`src/rtl/spi_pkg.sv`:
```
// spi_pkg: shared definitions for the SPI burst sequencer.
//   - state_e        : sequencer FSM states
//   - DefaultDepth   : default TX/RX FIFO depth (bytes)
//   - DefaultTimeout : default per-byte driver timeout (clk cycles)
package spi_pkg;

    localparam int unsigned DefaultDepth   = 8;
    localparam int unsigned DefaultTimeout = 255;

    typedef enum logic [2:0] {
        StIdle,
        StLoad,
        StStart,
        StWaitEn,
        StWaitDone,
        StCapture,
        StFinish
    } state_e;

endpackage

```
`src/rtl/spi_byte_fifo.sv`:
```
// spi_byte_fifo: synchronous 8-bit FIFO, DEPTH entries (power of two).
// Ports:
//   clk_i      : clock, rising edge
//   rst_ni     : synchronous active-low reset (pointers and count cleared)
//   push_i     : write wr_data_i this cycle
//   wr_data_i  : byte to write
//   pop_i      : discard the head this cycle
//   rd_data_o  : head byte (first-word fall-through)
//   full_o     : count == DEPTH
//   empty_o    : count == 0
//   count_o    : occupancy, $clog2(DEPTH)+1 bits
module spi_byte_fifo
    import spi_pkg::*;
#(
    parameter int unsigned DEPTH = DefaultDepth
) (
    input  logic                     clk_i,
    input  logic                     rst_ni,
    input  logic                     push_i,
    input  logic [7:0]               wr_data_i,
    input  logic                     pop_i,
    output logic [7:0]               rd_data_o,
    output logic                     full_o,
    output logic                     empty_o,
    output logic [$clog2(DEPTH):0]   count_o
);

    localparam int unsigned AW = $clog2(DEPTH);
    localparam int unsigned CW = $clog2(DEPTH) + 1;

    logic [7:0]    mem_q [DEPTH];
    logic [AW-1:0] wptr_q;
    logic [AW-1:0] rptr_q;
    logic [CW-1:0] count_q;
    logic          do_push;
    logic          do_pop;

    assign full_o  = (count_q == CW'(DEPTH));
    assign empty_o = (count_q == '0);
    assign count_o = count_q;

    // A push and a pop in the same cycle are both honoured even at the
    // full/empty boundary, so the occupancy holds steady.
    assign do_push = push_i & (~full_o  | pop_i);
    assign do_pop  = pop_i  & (~empty_o | push_i);

    // When empty the incoming byte is the head, so a same-cycle push/pop
    // passes it straight through and order is kept.
    assign rd_data_o = empty_o ? wr_data_i : mem_q[rptr_q];

    always_ff @(posedge clk_i) begin
        if (!rst_ni) begin
            wptr_q  <= '0;
            rptr_q  <= '0;
            count_q <= '0;
        end else begin
            if (do_push) begin
                wptr_q <= wptr_q + 1'b1;
            end
            if (do_pop) begin
                rptr_q <= rptr_q + 1'b1;
            end
            if (do_push && !do_pop) begin
                count_q <= count_q + 1'b1;
            end else if (!do_push && do_pop) begin
                count_q <= count_q - 1'b1;
            end
        end
    end

    always_ff @(posedge clk_i) begin
        if (do_push) begin
            mem_q[wptr_q] <= wr_data_i;
        end
    end

endmodule

```
`src/rtl/spi_burst_sequencer.sv`:
```
// spi_burst_sequencer: feeds bursts of bytes from a TX FIFO to a byte-wide
// SPI driver and collects the returned bytes into an RX FIFO.
// Ports:
//   clk, rst (sync, active-low)
//   wr_data/wr_valid/wr_ready   : TX FIFO push handshake
//   burst_len/burst_go          : burst request (len sampled on go)
//   busy/done/err               : burst status (done/err are 1-cycle pulses)
//   rd_data/rd_valid/rd_ready   : RX FIFO pop handshake
//   drv_data/drv_start          : byte and start strobe to the SPI driver
//   drv_en/drv_rdata            : driver activity flag and returned byte
module spi_burst_sequencer
    import spi_pkg::*;
#(
    parameter int unsigned DEPTH   = DefaultDepth,
    parameter int unsigned TIMEOUT = DefaultTimeout
) (
    input  logic                   clk,
    input  logic                   rst,
    input  logic [7:0]             wr_data,
    input  logic                   wr_valid,
    output logic                   wr_ready,
    input  logic [$clog2(DEPTH):0] burst_len,
    input  logic                   burst_go,
    output logic                   busy,
    output logic                   done,
    output logic                   err,
    output logic [7:0]             rd_data,
    output logic                   rd_valid,
    input  logic                   rd_ready,
    output logic [7:0]             drv_data,
    output logic                   drv_start,
    input  logic                   drv_en,
    input  logic [7:0]             drv_rdata
);

    localparam int unsigned CW = $clog2(DEPTH) + 1;
    localparam int unsigned TW = $clog2(TIMEOUT + 1);

    state_e        state_q;
    logic [CW-1:0] remaining_q;
    logic [TW-1:0] timer_q;
    logic [7:0]    drv_data_q;
    logic          drv_start_q;
    logic          busy_q;
    logic          done_q;
    logic          err_q;

    logic          tx_push;
    logic          tx_pop;
    logic [7:0]    tx_head;
    logic          tx_full;
    logic          tx_empty;
    logic [CW-1:0] tx_count;

    logic          rx_push;
    logic          rx_pop;
    logic          rx_full;
    logic          rx_empty;
    logic [CW-1:0] rx_count;

    logic          go_accept;

    assign tx_push  = wr_valid & wr_ready;
    assign tx_pop   = (state_q == StLoad);
    assign rx_push  = (state_q == StCapture);
    assign rx_pop   = rd_valid & rd_ready;

    assign wr_ready = ~tx_full;
    assign rd_valid = ~rx_empty;

    // Only start a burst that can run to completion without the TX side
    // running dry or the RX side overflowing.
    assign go_accept = burst_go && (state_q == StIdle) && (burst_len != '0)
                       && (burst_len <= tx_count)
                       && (burst_len <= (CW'(DEPTH) - rx_count));

    spi_byte_fifo #(
        .DEPTH (DEPTH)
    ) u_tx_fifo (
        .clk_i     (clk),
        .rst_ni    (rst),
        .push_i    (tx_push),
        .wr_data_i (wr_data),
        .pop_i     (tx_pop),
        .rd_data_o (tx_head),
        .full_o    (tx_full),
        .empty_o   (tx_empty),
        .count_o   (tx_count)
    );

    spi_byte_fifo #(
        .DEPTH (DEPTH)
    ) u_rx_fifo (
        .clk_i     (clk),
        .rst_ni    (rst),
        .push_i    (rx_push),
        .wr_data_i (drv_rdata),
        .pop_i     (rx_pop),
        .rd_data_o (rd_data),
        .full_o    (rx_full),
        .empty_o   (rx_empty),
        .count_o   (rx_count)
    );

    always_ff @(posedge clk) begin
        if (!rst) begin
            state_q     <= StIdle;
            remaining_q <= '0;
            timer_q     <= '0;
            drv_data_q  <= '0;
            drv_start_q <= 1'b0;
            busy_q      <= 1'b0;
            done_q      <= 1'b0;
            err_q       <= 1'b0;
        end else begin
            drv_start_q <= 1'b0;
            done_q      <= 1'b0;
            err_q       <= 1'b0;
            unique case (state_q)
                StIdle: begin
                    if (go_accept) begin
                        remaining_q <= burst_len;
                        busy_q      <= 1'b1;
                        state_q     <= StLoad;
                    end
                end
                StLoad: begin
                    drv_data_q  <= tx_head;
                    // Registered so the strobe is high exactly while in StStart.
                    drv_start_q <= 1'b1;
                    state_q     <= StStart;
                end
                StStart: begin
                    timer_q <= '0;
                    state_q <= StWaitEn;
                end
                StWaitEn, StWaitDone: begin
                    if (timer_q == TW'(TIMEOUT - 1)) begin
                        err_q   <= 1'b1;
                        busy_q  <= 1'b0;
                        state_q <= StIdle;
                    end else begin
                        timer_q <= timer_q + 1'b1;
                        if (state_q == StWaitEn && drv_en) begin
                            state_q <= StWaitDone;
                        end else if (state_q == StWaitDone && !drv_en) begin
                            state_q <= StCapture;
                        end
                    end
                end
                StCapture: begin
                    remaining_q <= remaining_q - 1'b1;
                    state_q     <= (remaining_q > CW'(1)) ? StLoad : StFinish;
                end
                StFinish: begin
                    done_q  <= 1'b1;
                    busy_q  <= 1'b0;
                    state_q <= StIdle;
                end
                default: begin
                    state_q <= StIdle;
                end
            endcase
        end
    end

    assign drv_data  = drv_data_q;
    assign drv_start = drv_start_q;
    assign busy      = busy_q;
    assign done      = done_q;
    assign err       = err_q;

endmodule
```
`config.mk`:
```
export PLATFORM = sky130hd
export DESIGN_NAME = spi_burst_sequencer
export DESIGN_NICKNAME = d
export VERILOG_FILES = /design/src/rtl/spi_pkg.sv /design/src/rtl/spi_byte_fifo.sv /design/src/rtl/spi_burst_sequencer.sv
export SDC_FILE = /design/constraint.sdc
export NUM_CORES = 1
export LEC_CHECK = 0
export BUFFER_PORTS_ARGS = -buffer_cell sky130_fd_sc_hd__buf_2
export CAP_MARGIN = 20
export CELL_PAD_IN_SITES_DETAIL_PLACEMENT = 1
export CELL_PAD_IN_SITES_GLOBAL_PLACEMENT = 2
export CORE_MARGIN = 10
export CORE_UTILIZATION = 43
export DETAILED_ROUTE_END_ITERATION = 7
export HOLD_SLACK_MARGIN = 0.06
export PLACE_DENSITY_LB_ADDON = 0.1
export SYNTH_ARGS = -nofsm -noshare
export SYNTH_HDL_FRONTEND = slang
export SYNTH_SLANG_ARGS = --single-unit
```
`constraint.sdc`:
```
create_clock -name clk -period 3.3 [get_ports clk]
set_clock_uncertainty 0.2 [all_clocks]
set_input_delay 0.33 -clock clk [delete_from_list [all_inputs] [get_ports clk]]
set_output_delay 0.33 -clock clk [all_outputs]
set_load 0.01 [all_outputs]
```
* Yosys cells after proc, flatten, opt, wreduce, memory -nomap -nowiden *
Memory sizes are Yosys's and may differ from the RTL's. A register that Yosys moved wholly into a read port is not among the register bits.
Cells that the tools add are included.

word-level totals
  bits in registers = 47
  RAM bits = 128
  bits of input ports = 26
  memories = 2

operators by class
  bitwise gates (word level) = 14
  magnitude comparators = 3
  $add $sub $neg = 11
  reduce and logical (&&, ||, !) cells = 30
  eq/ne operators = 13
  muxes and demuxes = 30

memory list
  name             words  width  rd ports  clocked after memory_dff  wr ports  line                 text
  u_rx_fifo.mem_q  8      8      1         1                         1         spi_byte_fifo.sv:31  logic [7:0] mem_q [DEPTH];
  u_tx_fifo.mem_q  8      8      1         1                         1         spi_byte_fifo.sv:31

operator list
  operator             count
  $mux 3               9
  $mux 8               3
  $mux 4               5
  $pmux 8 s2           1
  $pmux 3 s5           1
  $add 3x1->3 const B  4
  $sub 4x1->4 const B  3
  $logic_and 1x1->1    10
  $eq 3x3->1 const B   3
  $mux 1               9
  $add 4x1->4 const B  2
  $add 8x1->8 const B  1
  $eq 4x4->1 const B   2
  $eq 8x8->1 const B   1
  $le 4x4->1           2
  $logic_not 4->1      2
  $pmux 4 s2           1
  $reduce_and 2->1     4
  $reduce_bool 2->1    4
  $and 1x1->1          6
  $eq 3x2->1 const B   2
  $ne 2x2->1 const B   3
  $logic_not 1->1      5
  $gt 4x1->1 const B   1
  11 further kinds     17

* Depth between registers and ports, before layout *
  depth in word-level cells = 9
  gate-level depth with buffers = 13
  mapped depth without buffers = 13

* Modules after synthesis *
A second synthesis with hierarchy kept.

second synthesis, totals
  cells, all modules = 611
  area total of the unflattened synthesis = 8005.2 um2

modules (own cells, without submodules)
  module               area each (um2)  times used  cells each
  spi_byte_fifo        3214.3           2           213
  spi_burst_sequencer  1576.5           1           185

* Worst setup path after synthesis *
OpenSTA, ideal clock, no wires.

  kind = flip-flop to flip-flop
  from = register u_rx_fifo.count_q[0], in the netlist u_rx_fifo.count_o[0]
  to = register u_rx_fifo.count_q[3], in the netlist u_rx_fifo.count_o[3]
  path slack = 0.275 ns
  buffers on the path = 0
  setup time = 0.070 ns
  cell stages (with the launch flop) = 14
  data arrival time = 2.755 ns
  cell sequence = dfxtp_1 inv_1 ha_1 nor3b_1 inv_1 nand2_1 ha_1 inv_1 ha_1 a21o_1 a21oi_1 xnor2_1 or3_1 a21oi_1

between the ends
  word-level cells in the longest chain between the ends = 8
  elaborated cells on any way between the ends = 18
  those cells by class = 2 x add/sub; 1 x eq/ne; 2 x mux; 7 x bitwise; 6 x reduce/logical

RTL lines
  what                         line                       text
  start: declaration           spi_byte_fifo.sv:34        logic [CW-1:0] count_q;
  start signal: assignment     spi_byte_fifo.sv:64        count_q <= count_q + 1'b1;
  start signal: assignment     spi_byte_fifo.sv:66        count_q <= count_q - 1'b1;
  $logic_not 4->1 *            spi_byte_fifo.sv:39        assign empty_o = (count_q == '0);
  $not 1->1 *                  spi_burst_sequencer.sv:69  assign rd_valid = ~rx_empty;
  net rd_valid                 spi_burst_sequencer.sv:28  output logic rd_valid,
  $and 1x1->1                  spi_burst_sequencer.sv:66  assign rx_pop = rd_valid & rd_ready;
  $or 1x1->1                   spi_byte_fifo.sv:44        assign do_push = push_i & (~full_o | pop_i);
  $and 1x1->1                  spi_byte_fifo.sv:44
  $logic_not 1->1              spi_byte_fifo.sv:65        end else if (!do_push && do_pop) begin
  $logic_and 1x1->1            spi_byte_fifo.sv:65
  $reduce_bool 2->1 (no line)  -

Mark *: on every way through the listed nets, which the timed path passes. The rest lies on a longest branch. The select of a mux whose other input is x is not followed.
A chain may end at the register's enable or synchronous reset.

* Final worst setup path *
  from = register u_tx_fifo.count_q[0], in the netlist u_tx_fifo.count_o[0]
  to = register u_tx_fifo.count_q[3], in the netlist u_tx_fifo.count_o[3]

between the ends
  word-level cells in the longest chain between the ends = 8
  elaborated cells on any way between the ends = 18
  those cells by class = 2 x add/sub; 1 x eq/ne; 2 x mux; 7 x bitwise; 6 x reduce/logical

RTL lines
  what                                         line                                            text
  start: declaration                           spi_byte_fifo.sv:34
  start signal: assignment                     spi_byte_fifo.sv:64
  start signal: assignment                     spi_byte_fifo.sv:66
  $eq 4x4->1                                   spi_byte_fifo.sv:38                             assign full_o = (count_q == CW'(DEPTH));
  $not 1->1                                    spi_byte_fifo.sv:44, spi_burst_sequencer.sv:68
  $and 1x1->1                                  spi_burst_sequencer.sv:63                       assign tx_push = wr_valid & wr_ready;
  $or 1x1->1                                   spi_byte_fifo.sv:45                             assign do_pop = pop_i & (~empty_o | push_i);
  $and 1x1->1                                  spi_byte_fifo.sv:45
  $logic_not 1->1                              spi_byte_fifo.sv:63                             if (do_push && !do_pop) begin
  $logic_and 1x1->1                            spi_byte_fifo.sv:63
  $mux 4 or $reduce_bool 2->1 (tied branches)  -

Several ways; a longest one is shown, not always the timed one. The select of a mux whose other input is x is not followed.

==> metrics.cfg <==
[outcome]
status = complete, no violations

[synth]
synth_nets = 597
ys_types = 50
ys_ff_latch = 181
netlist_area_um2 = 7730
synthArstFlopShare = 0
ys.flop_type = edfxtp_1
synthCells = 546
synth_edf_count = 128
syn_area_per_cell_um2 = 14.2
yosys_warnings = 0
synth_seq_area_share = 0.634

[layout]
layout-drive-gt1-share = 0.220
n_antenna_cell = 0
final_util = 0.524
nets = 689
syn_to_final_growth_pct = 18.4
final_cell_mix = edfxtp_1, dfxtp_1, buf_2
multi_input_area_um2 = 2660
num-fill-cells = 1732
layoutNonFillerInstCount = 876
register_area_um2 = 4900
final_common_cell = edfxtp_1

[run]
drv_cap = 0

[power]
power_mw = 6.86
ir_worst_vdd_mv = 0.545
p_per_area_nw_per_um2 = 749
p_leak_nw = 3.19

[grt]
grt_max_degree = 20
grt_pass1_wl_mm = 27.7
grtUsageTotal = 0.147
antenna_found_initial = 0
grt_pass1_vias = 5156
grt_overflow = 0

[cts]
h-tree-depth = 4
cts-root-buf = clkbuf_16
numCtsBuffers = 17
clk_latency_ns = 0.43
clockBufferDepth = 2
path_clk_slew_ns = 0.07
cts_tree = built
cts_num_sinks = 181

[critical_path]
cp_top_family = simple AND/OR/NAND/NOR gates
critPathMaxStageDelay_ns = 0.58
critPathSlowestCell = or4_1
worstSetupEndpointType = flip-flop
worstPathMaxFanout = 6
critical_path_buf_inv_count = 1
critPathRequiredTime_ns = 3.45
path_class = reg2reg
start_kind = flip-flop
crit_chain = or4_1 -> o211ai_2 -> ha_1 -> inv_1 -> ha_1 -> a21o_1 -> a21oi_1 -> xnor2_1 -> or3_1 -> a21oi_1
cp.arrival_ns = 3.20
r2r_start = u_tx_fifo.count_o[0]$_SDFFE_PN0P_
crit_start = u_tx_fifo.count_o[0]$_SDFFE_PN0P_

[min_path]
hold_start = burst_len[1]
hp-class = in2reg

[floorplan]
start_util = 0.442
die_x_um = 154
core_area_um2 = 17500
fp.dieH_um = 154
rows = 48
die-area_um2 = 23700
io_pins = 48

[timing]
rsz0062_at_grt = false
fin_crit_sh = 0.924
max_slew_margin = 0.409
setup_viol = 0
slew_violations = 0
fmax_mhz = 328
hold_viol = 0
setup_ws_ns = 0.249
post-route-min-period_ns = 3.05
worst_pin_slew_ns = 0.873
whs_ns = 0.150

[drt]
dr.pass1.iters = 4
via_per_inst = 5.30
totalWireLength_mm = 16.7
vias = 4640
postRouteAntennaNets = 0
drt_drc_violations_left = 0
wl_per_cell_um = 19.1
drt_iter0_drc = 207

[place]
dp_hpwl_mm = 11.2
io_buffer_count = 47
placed_cells_incl_taps = 823
place.gp.congestion = 0.787
place_ws_ns = -0.289

-- kinds of logic after synthesis --
| group | synth area share |
|---|---|
| DFF | 0.634 |
| and+or+nand+nor | 0.0837 |
| AOI/OAI and AO/OA | 0.0685 |
| muxes | 0.122 |
| buffers and inverters | 0.0233 |
| adders and majority gates | 0.0424 |
| xor gates and xnor gates | 0.0261 |
-- cell type report --
cell class | instances | area share
clock buffer | 19 | 0.0473
clock inverter | 13 | 0.0165
inverter | 22 | 0.00902
multi-input combinational | 321 | 0.290
sequential | 181 | 0.536
tap | 225 | 0.0307
timing repair buffer | 95 | 0.0705
-- power breakdown --
| group | internal, mW | switching [mW] |
|---|---|---|
| clock network | 1.13 | 0.869 |
| registers | 2.62 | 0.157 |
| logic | 0.929 | 1.16 |
| total | 4.67 | 2.19 |
-- per-stage QoR --
stage / instance area, µm² / TNS, ns
4_1_cts: 9160 / 0
2_1_floorplan: 7730 / 0
3_5_place_dp: 8360 / -0.296
3_3_place_gp: 8360 / -0.168
6_report: 9160 / 0
5_1_grt: 9160 / 0
-- state kept, by name, indices dropped and copies added, names as in the netlist, 4 cells and up, named ones only --
| register | flops |
|---|---|
| u_rx_fifo.count_o | 4 |
| timer_q | 8 |
| drv_data | 8 |
| u_rx_fifo.mem_q | 64 |
| remaining_q | 4 |
| u_tx_fifo.count_o | 4 |
| u_tx_fifo.mem_q | 64 |
-- worst register-to-register path: cells and delay by family (launching register included) --
kind                     cells  cell delay, ns
flip-flops                   1            0.38
buffers and inverters        1            0.10
adder cells (fa/ha/maj)      2            0.52
XOR/XNOR                     1            0.10
AND/OR/NAND/NOR              2            0.90
AO/OA/AOI/OAI                4            0.79
-- Yosys cell counts (3+ instances only) --
cell type / instances / share of area
nand2b_1: 8 / 0.0065
a211oi_1: 6 / 0.0058
a21oi_1: 19 / 0.012
or3_1: 4 / 0.0032
o21ai_0: 30 / 0.019
a21o_1: 3 / 0.0029
edfxtp_1: 128 / 0.50
mux4_2: 32 / 0.093
nor2_1: 46 / 0.022
ha_1: 23 / 0.037
xor2_1: 10 / 0.011
xnor2_1: 13 / 0.015
inv_1: 22 / 0.011
o211ai_1: 5 / 0.0049
clkbuf_1: 12 / 0.0058
buf_2: 6 / 0.0039
nand3_1: 9 / 0.0058
nand2_1: 43 / 0.021
nor3_1: 11 / 0.0071
mux2i_1: 22 / 0.028
dfxtp_1: 53 / 0.14
nand4_1: 4 / 0.0032
buf_1: 3 / 0.0015
-- layer usage --
metal / part of all wire / track usage / up-vias
met3: 0.030 / 0.0365 / 13
met2: 0.52 / 0.254 / 41
met4: 0.0097 / 0.0432 / 0
li1: - / - / 2239
met5: 0 / 0 / -
met1: 0.44 / 0.178 / 2347
-- timing repair --
item / in CTS / in global routing
resized for setup: 1 / 0
hold buffers: 20 / 0
hold endpoints to repair: 134 / 0
setup endpoints to repair: 2 / 0
setup buffers: 1 / 0
-- final timing paths --
path / cells past startpoint / slack (ns) / end
worst max-delay path: 10 / 0.25 / u_tx_fifo.count_o[3]$_SDFFE_PN0P_
worst max register to register: 10 / 0.25 / u_tx_fifo.count_o[3]$_SDFFE_PN0P_
worst min-delay path: 4 / 0.15 / remaining_q[1]$_SDFFE_PN0P_
worst min register to register: 2 / 0.26 / drv_data[6]$_SDFFE_PN0P_
Power figures use the tool's default switching activity.
